===== src/rtl/dht_acq_sched_if.sv =====
// rtl/dht_acq_sched_if.sv - sensor, display and status signals of the acquisition scheduler
interface dht_acq_sched_if;
  logic        sens_start;
  logic        sens_busy;
  logic        sens_done;
  logic [39:0] sens_data;
  logic        disp_req;
  logic        disp_ack;
  logic [7:0]  hum1;
  logic [7:0]  hum2;
  logic [7:0]  temp1;
  logic [7:0]  temp2;
  logic        data_valid;
  logic        err_flag;
  logic [7:0]  err_cnt;

  modport master (
    output sens_start, disp_req, hum1, hum2, temp1, temp2, data_valid, err_flag, err_cnt,
    input  sens_busy, sens_done, sens_data, disp_ack
  );

  modport slave (
    input  sens_start, disp_req, hum1, hum2, temp1, temp2, data_valid, err_flag, err_cnt,
    output sens_busy, sens_done, sens_data, disp_ack
  );
endinterface


===== src/rtl/dht_acq_sched.sv =====
// rtl/dht_acq_sched.sv - periodic DHT11 read trigger, timeout, checksum check and display handoff
module dht_acq_sched #(
  parameter int PERIOD_CYC  = 200_000_000,
  parameter int TIMEOUT_CYC = 10_000_000
) (
  input logic             clk,
  input logic             rst,
  dht_acq_sched_if.master bus
);
  localparam int PW = $clog2(PERIOD_CYC);
  localparam int TW = $clog2(TIMEOUT_CYC);
  localparam logic [PW-1:0] P_LAST = PW'(PERIOD_CYC - 1);
  localparam logic [TW-1:0] T_LAST = TW'(TIMEOUT_CYC - 1);

  typedef enum logic [2:0] {IDLE, START, WAIT_DONE, CHECK, FAIL, DISP} state_t;

  state_t        state;
  logic [PW-1:0] pcnt;
  logic [TW-1:0] tcnt;
  logic [39:0]   shadow;
  logic [7:0]    csum;
  logic          start_pulse;
  logic          disp_req;
  logic          data_valid;
  logic          err_flag;
  logic [7:0]    err_cnt;
  logic [7:0]    hum1, hum2, temp1, temp2;

  // The start pulse must react to sens_busy in the same cycle, so it is the
  // one output decoded from state rather than held in a flop.
  always_comb begin
    start_pulse = rst && (state == START) && !bus.sens_busy;
    csum        = shadow[39:32] + shadow[31:24] + shadow[23:16] + shadow[15:8];
  end

  always_ff @(posedge clk) begin
    if (!rst) begin
      state      <= IDLE;
      pcnt       <= '0;
      tcnt       <= '0;
      shadow     <= '0;
      disp_req   <= 1'b0;
      data_valid <= 1'b0;
      err_flag   <= 1'b0;
      err_cnt    <= 8'd0;
      hum1       <= 8'd0;
      hum2       <= 8'd0;
      temp1      <= 8'd0;
      temp2      <= 8'd0;
    end else begin
      // The start cycle itself is count 0, so the next cycle already holds 1.
      if (start_pulse)
        pcnt <= PW'(1);
      else if (pcnt != P_LAST)
        pcnt <= pcnt + PW'(1);

      case (state)
        IDLE: begin
          if (pcnt == P_LAST)
            state <= START;
        end
        START: begin
          if (!bus.sens_busy) begin
            tcnt  <= '0;
            state <= WAIT_DONE;
          end
        end
        WAIT_DONE: begin
          tcnt <= tcnt + TW'(1);
          if (bus.sens_done) begin
            shadow <= bus.sens_data;
            state  <= CHECK;
          end else if (tcnt == T_LAST) begin
            state <= FAIL;
          end
        end
        CHECK: begin
          if (csum == shadow[7:0]) begin
            hum1       <= shadow[39:32];
            hum2       <= shadow[31:24];
            temp1      <= shadow[23:16];
            temp2      <= shadow[15:8];
            data_valid <= 1'b1;
            err_flag   <= 1'b0;
            disp_req   <= 1'b1;
            state      <= DISP;
          end else begin
            state <= FAIL;
          end
        end
        FAIL: begin
          err_flag <= 1'b1;
          if (err_cnt != 8'hFF)
            err_cnt <= err_cnt + 8'd1;
          state <= IDLE;
        end
        DISP: begin
          if (bus.disp_ack) begin
            disp_req <= 1'b0;
            state    <= IDLE;
          end
        end
        default: state <= IDLE;
      endcase
    end
  end

  assign bus.sens_start = start_pulse;
  assign bus.disp_req   = disp_req;
  assign bus.data_valid = data_valid;
  assign bus.err_flag   = err_flag;
  assign bus.err_cnt    = err_cnt;
  assign bus.hum1       = hum1;
  assign bus.hum2       = hum2;
  assign bus.temp1      = temp1;
  assign bus.temp2      = temp2;
endmodule


===== src/flat_wrapper.sv =====
// flat-port wrapper written by rule: the top's interface ports become plain ports
module dht_acq_sched_flat 
#(
  parameter int PERIOD_CYC  = 200_000_000,
  parameter int TIMEOUT_CYC = 10_000_000
)
  (clk, rst, bus_sens_start, bus_disp_req, bus_hum1, bus_hum2, bus_temp1, bus_temp2, bus_data_valid, bus_err_flag, bus_err_cnt, bus_sens_busy, bus_sens_done, bus_sens_data, bus_disp_ack);
  dht_acq_sched_if bus_i ();
  input logic clk;
  input logic rst;
  output wire logic [$bits(bus_i.sens_start)-1:0] bus_sens_start;
  output wire logic [$bits(bus_i.disp_req)-1:0] bus_disp_req;
  output wire logic [$bits(bus_i.hum1)-1:0] bus_hum1;
  output wire logic [$bits(bus_i.hum2)-1:0] bus_hum2;
  output wire logic [$bits(bus_i.temp1)-1:0] bus_temp1;
  output wire logic [$bits(bus_i.temp2)-1:0] bus_temp2;
  output wire logic [$bits(bus_i.data_valid)-1:0] bus_data_valid;
  output wire logic [$bits(bus_i.err_flag)-1:0] bus_err_flag;
  output wire logic [$bits(bus_i.err_cnt)-1:0] bus_err_cnt;
  input wire logic [$bits(bus_i.sens_busy)-1:0] bus_sens_busy;
  input wire logic [$bits(bus_i.sens_done)-1:0] bus_sens_done;
  input wire logic [$bits(bus_i.sens_data)-1:0] bus_sens_data;
  input wire logic [$bits(bus_i.disp_ack)-1:0] bus_disp_ack;
  assign bus_sens_start = bus_i.sens_start;
  assign bus_disp_req = bus_i.disp_req;
  assign bus_hum1 = bus_i.hum1;
  assign bus_hum2 = bus_i.hum2;
  assign bus_temp1 = bus_i.temp1;
  assign bus_temp2 = bus_i.temp2;
  assign bus_data_valid = bus_i.data_valid;
  assign bus_err_flag = bus_i.err_flag;
  assign bus_err_cnt = bus_i.err_cnt;
  assign bus_i.sens_busy = bus_sens_busy;
  assign bus_i.sens_done = bus_sens_done;
  assign bus_i.sens_data = bus_sens_data;
  assign bus_i.disp_ack = bus_disp_ack;
  dht_acq_sched #(.PERIOD_CYC(PERIOD_CYC), .TIMEOUT_CYC(TIMEOUT_CYC)) u_core (.clk(clk), .rst(rst), .bus(bus_i));
endmodule

===== config.mk =====
export PLATFORM = sky130hd
export DESIGN_NAME = dht_acq_sched_flat
export DESIGN_NICKNAME = d
export VERILOG_FILES = /design/src/rtl/dht_acq_sched_if.sv /design/src/rtl/dht_acq_sched.sv /design/src/flat_wrapper.sv
export SDC_FILE = /design/constraint.sdc
export NUM_CORES = 1
export LEC_CHECK = 0
export CAP_MARGIN = 5
export CORE_ASPECT_RATIO = 0.9
export CORE_MARGIN = 8
export CORE_UTILIZATION = 30
export DETAILED_ROUTE_END_ITERATION = 12
export PLACE_DENSITY_LB_ADDON = 0.12
export SYNTH_ARGS = -nofsm -noshare
export SYNTH_HDL_FRONTEND = slang
export SYNTH_SLANG_ARGS = --single-unit
export TNS_END_PERCENT = 1

===== constraint.sdc =====
create_clock -name clk -period 5.25 [get_ports clk]
set_clock_uncertainty 0.15 [all_clocks]
set_input_delay 1.3125 -clock clk [delete_from_list [all_inputs] [get_ports clk]]
set_output_delay 1.3125 -clock clk [all_outputs]
set_load 0.05 [all_outputs]

==> results.md, run 1 <==
- Syn Nets: 800
- Pwr per Cell Area: 299 nW/µm²
- Post-synth top flop: dfxtp_1
- Final period utilization: 0.810
- Post-CTS resize count: 0
- TNS Setup: 0 ps
- Post-synth top area cell: dfxtp_1
- Total GRT Usage: 0.133
- Maximum fanout along the worst path: 36
- Relative slew margins: 0.344
- Tmin final: between 4000 and 5000 ps
- Number of CTS-inserted buffers: 17
- Number of global-route vias before repair: 5283
- Seq pwr share: 0.432
- DRT Pass-1 Iters: 4
- Via Count: roughly 5200
- CTS Hold Bufs: 0
- DR DRC count: 0
- Placer Congestion: slightly below 0.8
- Number of flops mapped to enable cells by yosys: 0
- Worst slew pin tran: 976 ps
- YS warnings: 0
- IO buf count: 88
- Number of fill cells: 2096
- Die area: 26100 µm²
- Synth Register Bits: 138
- Antenna diodes: 0
- Achievable Freq: 235 MHz
- Layout net count: 878
- Clock network fraction of design power: 0.542
- Number of setup buffers added after CTS: 0
- Crit end category: flop
- Die H: 154 µm
- Initial antenna violation count: 0
- Clock latency on the worst-skew pair: approximately 430 ps
- Avg Vias per Cell: 4.74
- Final Hold Violating Endpoints: 0
- Pre-CTS setup slack: 1010 ps
- Antenna viol nets, final: 0
- Switching part of the total: 0.219
- Clock tree sinks: 138
- Core ar.: 20800 µm²
- WL per Instance: 15.3 µm
- Max-Cap Viols: 0
- Max Slew Vio Count: 0
- Sw power: 0.533 mW
- Initial Utilization: 0.305
- WS Path Type: reg -> reg
- Root buffer cell: clkbuf_16
- Internal: ~1.9 mW
- Clock buffer depth: 2
- Outcome: finished, final reports clean
- Post-DP HPWL: 11.8 mm
- Asr flop ratio synth: 0
- Die width: 169 µm
- Worst-path clk slew: 60 ps
- Area contributors post-synth: dfxtp_1 (44%), nand2_1 (7.5%), a21oi_1 (5.6%)
- Syn_area_per_cell: just under 9 µm²
- Setup crit start kind: flop
- Total Wirelength: 17.0 mm
- Initial detailed-routing violation count: 319
- Peak supply drop: 0.190 mV
- Netlist cell types: 55
- Layout area overhead: 28.3%
- Row cnt: 50
- RSZ-0062 raised after global routing: no
- Final setup viols: 0
- First-pass GRT wire length: between 20 and 30 mm
- Largest net degree at the start of global routing: 92
- CP required: 5370 ps
- Layout cells sized above 1: 0.0620
- Comb pwr share: 0.027
- Synthesized instance count: 731
- Global route overflow: 0
- Num ports: 89
- # H-tree levels: 4
- Post-Syn Area: 6340 µm²
- Worst setup margin: 998 ps
- Leakage power: 2.85 nW
- CTS tree: done
- Hold Path Class: reg -> reg
- Top-area cell type share of the netlist area: 0.435
- Post-synthesis sequential area ratio: 0.435
- Worst Path Arrival: 4380 ps
==> worst paths after layout <==
| path | start | endpoint | slack, ps | cells past startpoint |
|---|---|---|---|---|
| max reg2reg | u_core.shadow[9] | u_core.bus.hum1[0] | 1000 | 13 |
| max | u_core.shadow[9] | u_core.bus.hum1[0] | 1000 | 13 |
| min | u_core.shadow[6] | u_core.shadow[6] | 320 | 2 |
| min reg2reg | u_core.shadow[6] | u_core.shadow[6] | 320 | 2 |
==> flip-flops by register name (all words and copies together) (netlist names), 8 cells and up <==
register            count
u_core.pcnt            28
u_core.bus.hum1         8
u_core.bus.err_cnt      8
u_core.bus.temp1        8
u_core.bus.hum2         8
u_core.shadow          40
u_core.tcnt            24
u_core.bus.temp2        8
==> power groups by stage <==
stage          logic (mW)  clock network (mW)  registers [mW]
3_5_place_dp       0.0668                   0            1.08
5_1_grt            0.0711                1.40            1.05
6_report           0.0656                1.32            1.05
3_3_place_gp       0.0663                   0            1.07
4_1_cts            0.0670                1.35            1.05
2_1_floorplan      0.0215                   0            1.07
==> stage by stage <==
step	hold WS (ps)	instances	utilization	area, µm²	total power, mW
detailed placement	311	1076	0.361	7490	1.14
global route	330	1108	0.392	8140	2.53
finish	315	1108	0.392	8140	2.44
CTS	320	1108	0.392	8140	2.47
global placement	297	1076	0.361	7490	1.14
floorplan	287	731	-	6340	1.10
==> cells by family after synthesis <==
| family | after synthesis | share of synthesized area |
|---|---|---|
| compound gates | 119 | 0.113 |
| xor+xnor | 39 | 0.0582 |
| fa+ha+maj | 24 | 0.0639 |
| buf+inv | 58 | 0.0418 |
| flops | 138 | 0.435 |
| mux | 38 | 0.0609 |
| simple gates | 315 | 0.226 |
==> cell usage in the layout, fill, tap and decap left out, types with 5 or more instances in the layout <==
cell / Yosys / routed
dfxtp_1: 138 / 138
nand2_1: 126 / 126
clkdlybuf4s50_1: 0 / 87
nor2_1: 86 / 85
a21oi_1: 71 / 71
mux2i_1: 33 / 33
nand3_1: 32 / 32
xnor2_1: 27 / 27
inv_1: 19 / 19
clkbuf_16: 0 / 17
fa_1: 14 / 14
nand4_1: 12 / 12
xor2_1: 10 / 10
ha_1: 10 / 10
nor3_1: 9 / 9
and3_1: 8 / 8
buf_4: 4 / 8
inv_6: 0 / 7
nor4_1: 6 / 6
o21a_1: 6 / 6
a31oi_1: 6 / 6
a211oi_1: 6 / 6
nor3b_1: 5 / 5
or3_1: 5 / 5
==> worst max-delay path, stage by stage (launching register included) <==
cell and delay [ps]:
dfxtp_1 340, fa_1 540, inv_1 50, fa_1 500
inv_1 40, ha_1 220, fa_1 450, xor2_1 150
nor4_1 350, nand4b_1 170, a2111oi_2 510, buf_12 340
mux2i_1 230, nor2_1 50
==> layer usage <==
| metal | global-route usage | wire length (µm) | up-vias |
|---|---|---|---|
| met5 | 0 | 0 | - |
| met4 | 0.0438 | 206 | 0 |
| met3 | 0.0392 | 973 | 17 |
| met2 | 0.191 | 7220 | 105 |
| met1 | 0.185 | 8560 | 2445 |
| li1 | - | - | 2682 |
==> Yosys cell counts (5+ instances only) <==
cell type / number
nor4_1: 6
nor2_1: 86
nor3_1: 9
mux2i_1: 33
nor3b_1: 5
a21oi_1: 71
inv_1: 19
and3_1: 8
fa_1: 14
o21a_1: 6
nand2_1: 126
dfxtp_1: 138
or3_1: 5
nand4_1: 12
a31oi_1: 6
a2111oi_0: 5
xor2_1: 10
a211oi_1: 6
ha_1: 10
clkbuf_1: 28
xnor2_1: 27
nand3_1: 32
==> area by class of cell <==
cell class | instances | area (µm²) | share of cell area
flip-flops and latches | 138 | 2760 | 0.339
multi-input cells | 535 | 3330 | 0.409
inverters | 20 | 76.3 | 0.00938
clock buffers | 18 | 439 | 0.0540
repair buffers | 97 | 971 | 0.119
clock inverters | 14 | 206 | 0.0254
well taps | 286 | 358 | 0.0440
Note: power is estimated with default switching activity, not from simulation.
==> inputs of run 2 (changes only) <==
==> constraint.sdc (replaced) <==
create_clock -name clk -period 4.4 [get_ports clk]
set_clock_uncertainty 0.15 [all_clocks]
set_input_delay 1.1 -clock clk [delete_from_list [all_inputs] [get_ports clk]]
set_output_delay 1.1 -clock clk [all_outputs]
set_load 0.05 [all_outputs]
==> run 2 against run 1 <==
Largest power group unchanged. Combinational power grew 20%. Count of clock-buffer cells in the layout decreased by 1. Highest routed layer is now met5. Sequential power grew 20%. Total power grew 16%.
==> results.md, run 2 (same netlist as run 1, synthesis figures left out) <==
- # H-tree levels: 4 (unchanged)
- Initial antenna violation count: 1 (was 0)
- Hold Crit Depth: 2 (unchanged)
- Max Slew Vio Count: 0 (unchanged)
- Worst Path Arrival: 4320 ps (was 4380 ps)
- Worst slew pin tran: 1120 ps (was 976 ps)
- Outcome: finished, final reports clean (unchanged)
- Clock latency on the worst-skew pair: 420 ps (was 430 ps)
- Most flop-heavy register: u_core.shadow (unchanged)
- Relative slew margins: 0.251 (was 0.344)
- Total GRT Usage: 0.133 (about the same)
- Layout area overhead: 27.7% (was 28.3%)
- Wl on met1: 8.83 mm (was 8.56 mm)
- TNS Setup: 0 ps (unchanged)
- Initial detailed-routing violation count: 353 (was 319)
- Achievable Freq: 238 MHz (was 235 MHz)
- Final Hold Violating Endpoints: 0 (unchanged)
- Root buffer cell: clkbuf_16 (unchanged)
- Antenna diodes: 0 (unchanged)
- Worst-path clk slew: 60 ps (about the same)
- Number of CTS-inserted buffers: 17 (unchanged)
- Worst Reg2Reg Path Length in Cells: 13 (unchanged)
- Crit path from: u_core.shadow[9] (unchanged)
- Die H: 154 µm (unchanged)
- Core ar.: 20800 µm² (unchanged)
- Largest net degree at the start of global routing: 105 (was 92)
- Tmin final: 4210 ps (was 4250 ps)
- Max-Cap Viols: 0 (unchanged)
- Final period utilization: 0.957 (was 0.810)
- Row cnt: 50 (unchanged)
- Most common cell after layout, fill and taps aside: dfxtp_1 (unchanged)
- Global route overflow: 0 (unchanged)
- WS Path Type: reg -> reg (unchanged)
- Most frequent cells in the layout: dfxtp_1 (138), nand2_1 (126), clkdlybuf4s50_1 (87) (unchanged)
- Final core utilization: 0.390 (was 0.392)
- Met2 wire len: 7.14 mm (was 7.22 mm)
- Die width: 169 µm (unchanged)
- Hold Path Class: reg -> reg (unchanged)
- Final Power: 2.83 mW (was 2.44 mW)
- Die area: 26100 µm² (unchanged)
- FF-to-FF setup slack: 190 ps (was 1000 ps)
- IO buf count: 88 (unchanged)
- Clock tree sinks: 138 (unchanged)
- Setup crit start kind: flop (unchanged)
- Leakage power: 2.83 nW (was 2.85 nW)
- Layout cells sized above 1: 0.0632 (was 0.0620)
- WL per Instance: 15.4 µm (was 15.3 µm)
- Max reg flops: 40 (unchanged)
- RSZ-0062 raised after global routing: yes (was no)
- Antenna viol nets, final: 0 (unchanged)
- Num ports: 89 (unchanged)
- DR DRC count: 0 (unchanged)
- CP required: 4510 ps (was 5370 ps)
- Via Count: 5273 (was 5249)
- Reg2Reg Capture Point: u_core.bus.hum1[3] (was u_core.bus.hum1[0])
- Worst Hold End: u_core.shadow[7] (was u_core.shadow[6])
- Highest routed layer: met5 (was met4)
- Number of global-route vias before repair: 5275 (was 5283)
- Layout net count: 879 (was 878)
- Met3 WL: 987 µm (was 973 µm)
- Initial Utilization: 0.305 (unchanged)
- Clock buffer depth: 2 (unchanged)
- Post-CTS resize count: 0 (unchanged)
- Peak supply drop: 0.216 mV (was 0.190 mV)
- CTS tree: done (unchanged)
- Placer Congestion: 0.757 (was 0.795)
- Placed cell area: 7490 µm² (about the same)
- Post-DP HPWL: 12.1 mm (was 11.8 mm)
- Min-delay src: u_core.shadow[7] (was u_core.shadow[6])
- Post-route cell area: 8100 µm² (was 8140 µm²)
- Largest regs: u_core.shadow: 40 flops, u_core.pcnt: 28 flops, u_core.tcnt: 24 flops (unchanged)
- First-pass GRT wire length: 27.7 mm (was 27.8 mm)
- Final setup viols: 0 (unchanged)
- Crit end category: flop (unchanged)
- DRT Pass-1 Iters: 4 (unchanged)
- Total Wirelength: 17.1 mm (was 17.0 mm)
- Worst R2R Start: u_core.shadow[9] (unchanged)
- Maximum fanout along the worst path: 18 (was 36)
- Pwr per Cell Area: 349 nW/µm² (was 299 nW/µm²)
- Avg Vias per Cell: 4.75 (was 4.74)
==> run 2: per-layer routing <==
metal,global-route usage,vias up
li1,-,2668
met1,0.188,2490
met2,0.188,96
met3,0.0386,17
met4,0.0438,2
met5,0,-
==> run 2: area by class of cell <==
| cell class | instances | area, µm² |
|---|---|---|
| fillers | 2146 | 12700 |
| multi-input cells | 535 | 3330 |
| flip-flops and latches | 138 | 2760 |
| repair buffers | 98 | 966 |
| clock buffers | 17 | 425 |
| well taps | 286 | 358 |
| clock inverters | 15 | 189 |
| inverters | 20 | 76.3 |
==> run 2: stage by stage <==
step | hold WS [ps] | instances | setup WS, ps
after CTS | 322 | 1109 | 144
after global routing | 339 | 1109 | -55.1
after floorplan | 287 | 731 | 509
final | 319 | 1109 | 190
after global placement | 298 | 1077 | 314
after detailed placement | 313 | 1077 | 190
==> run 2: what timing repair did <==
action                                  4_1_cts  5_1_grt
hold buffers                                  0        0
endpoints found under the setup margin        0       14
setup buffers                                 0        0
==> run 2: worst max path at each step <==
stage | to | slack, ps | cells after the start
floorplan | u_core.bus.hum1[0] | 510 | 14
global placement | u_core.bus.temp1[6] | 310 | 13
detailed placement | u_core.bus.temp2[6] | 190 | 13
CTS | u_core.bus.hum1[3] | 140 | 13
global route | u_core.bus.hum1[3] | -60 | 13
finish | u_core.bus.hum1[3] | 190 | 13
==> run 2: critical path, stage by stage (launching register included) <==
cell	delay [ps]
dfxtp_1	340
fa_1	560
inv_1	60
fa_1	500
inv_1	40
ha_1	210
fa_1	450
xor2_1	150
nor4_1	310
nand4b_1	160
a2111oi_2	400
buf_4	370
mux2i_1	250
nor2_1	60
==> run 2: power breakdown <==
| group | internal, mW | switching, mW | total (mW) | leakage (nW) |
|---|---|---|---|---|
| registers | 1.25 | 0.00291 | 1.26 | 1.11 |
| logic | 0.0410 | 0.0375 | 0.0785 | 1.43 |
| clock network | 0.903 | 0.594 | 1.50 | 0.295 |
| total | 2.20 | 0.634 | 2.83 | 2.83 |
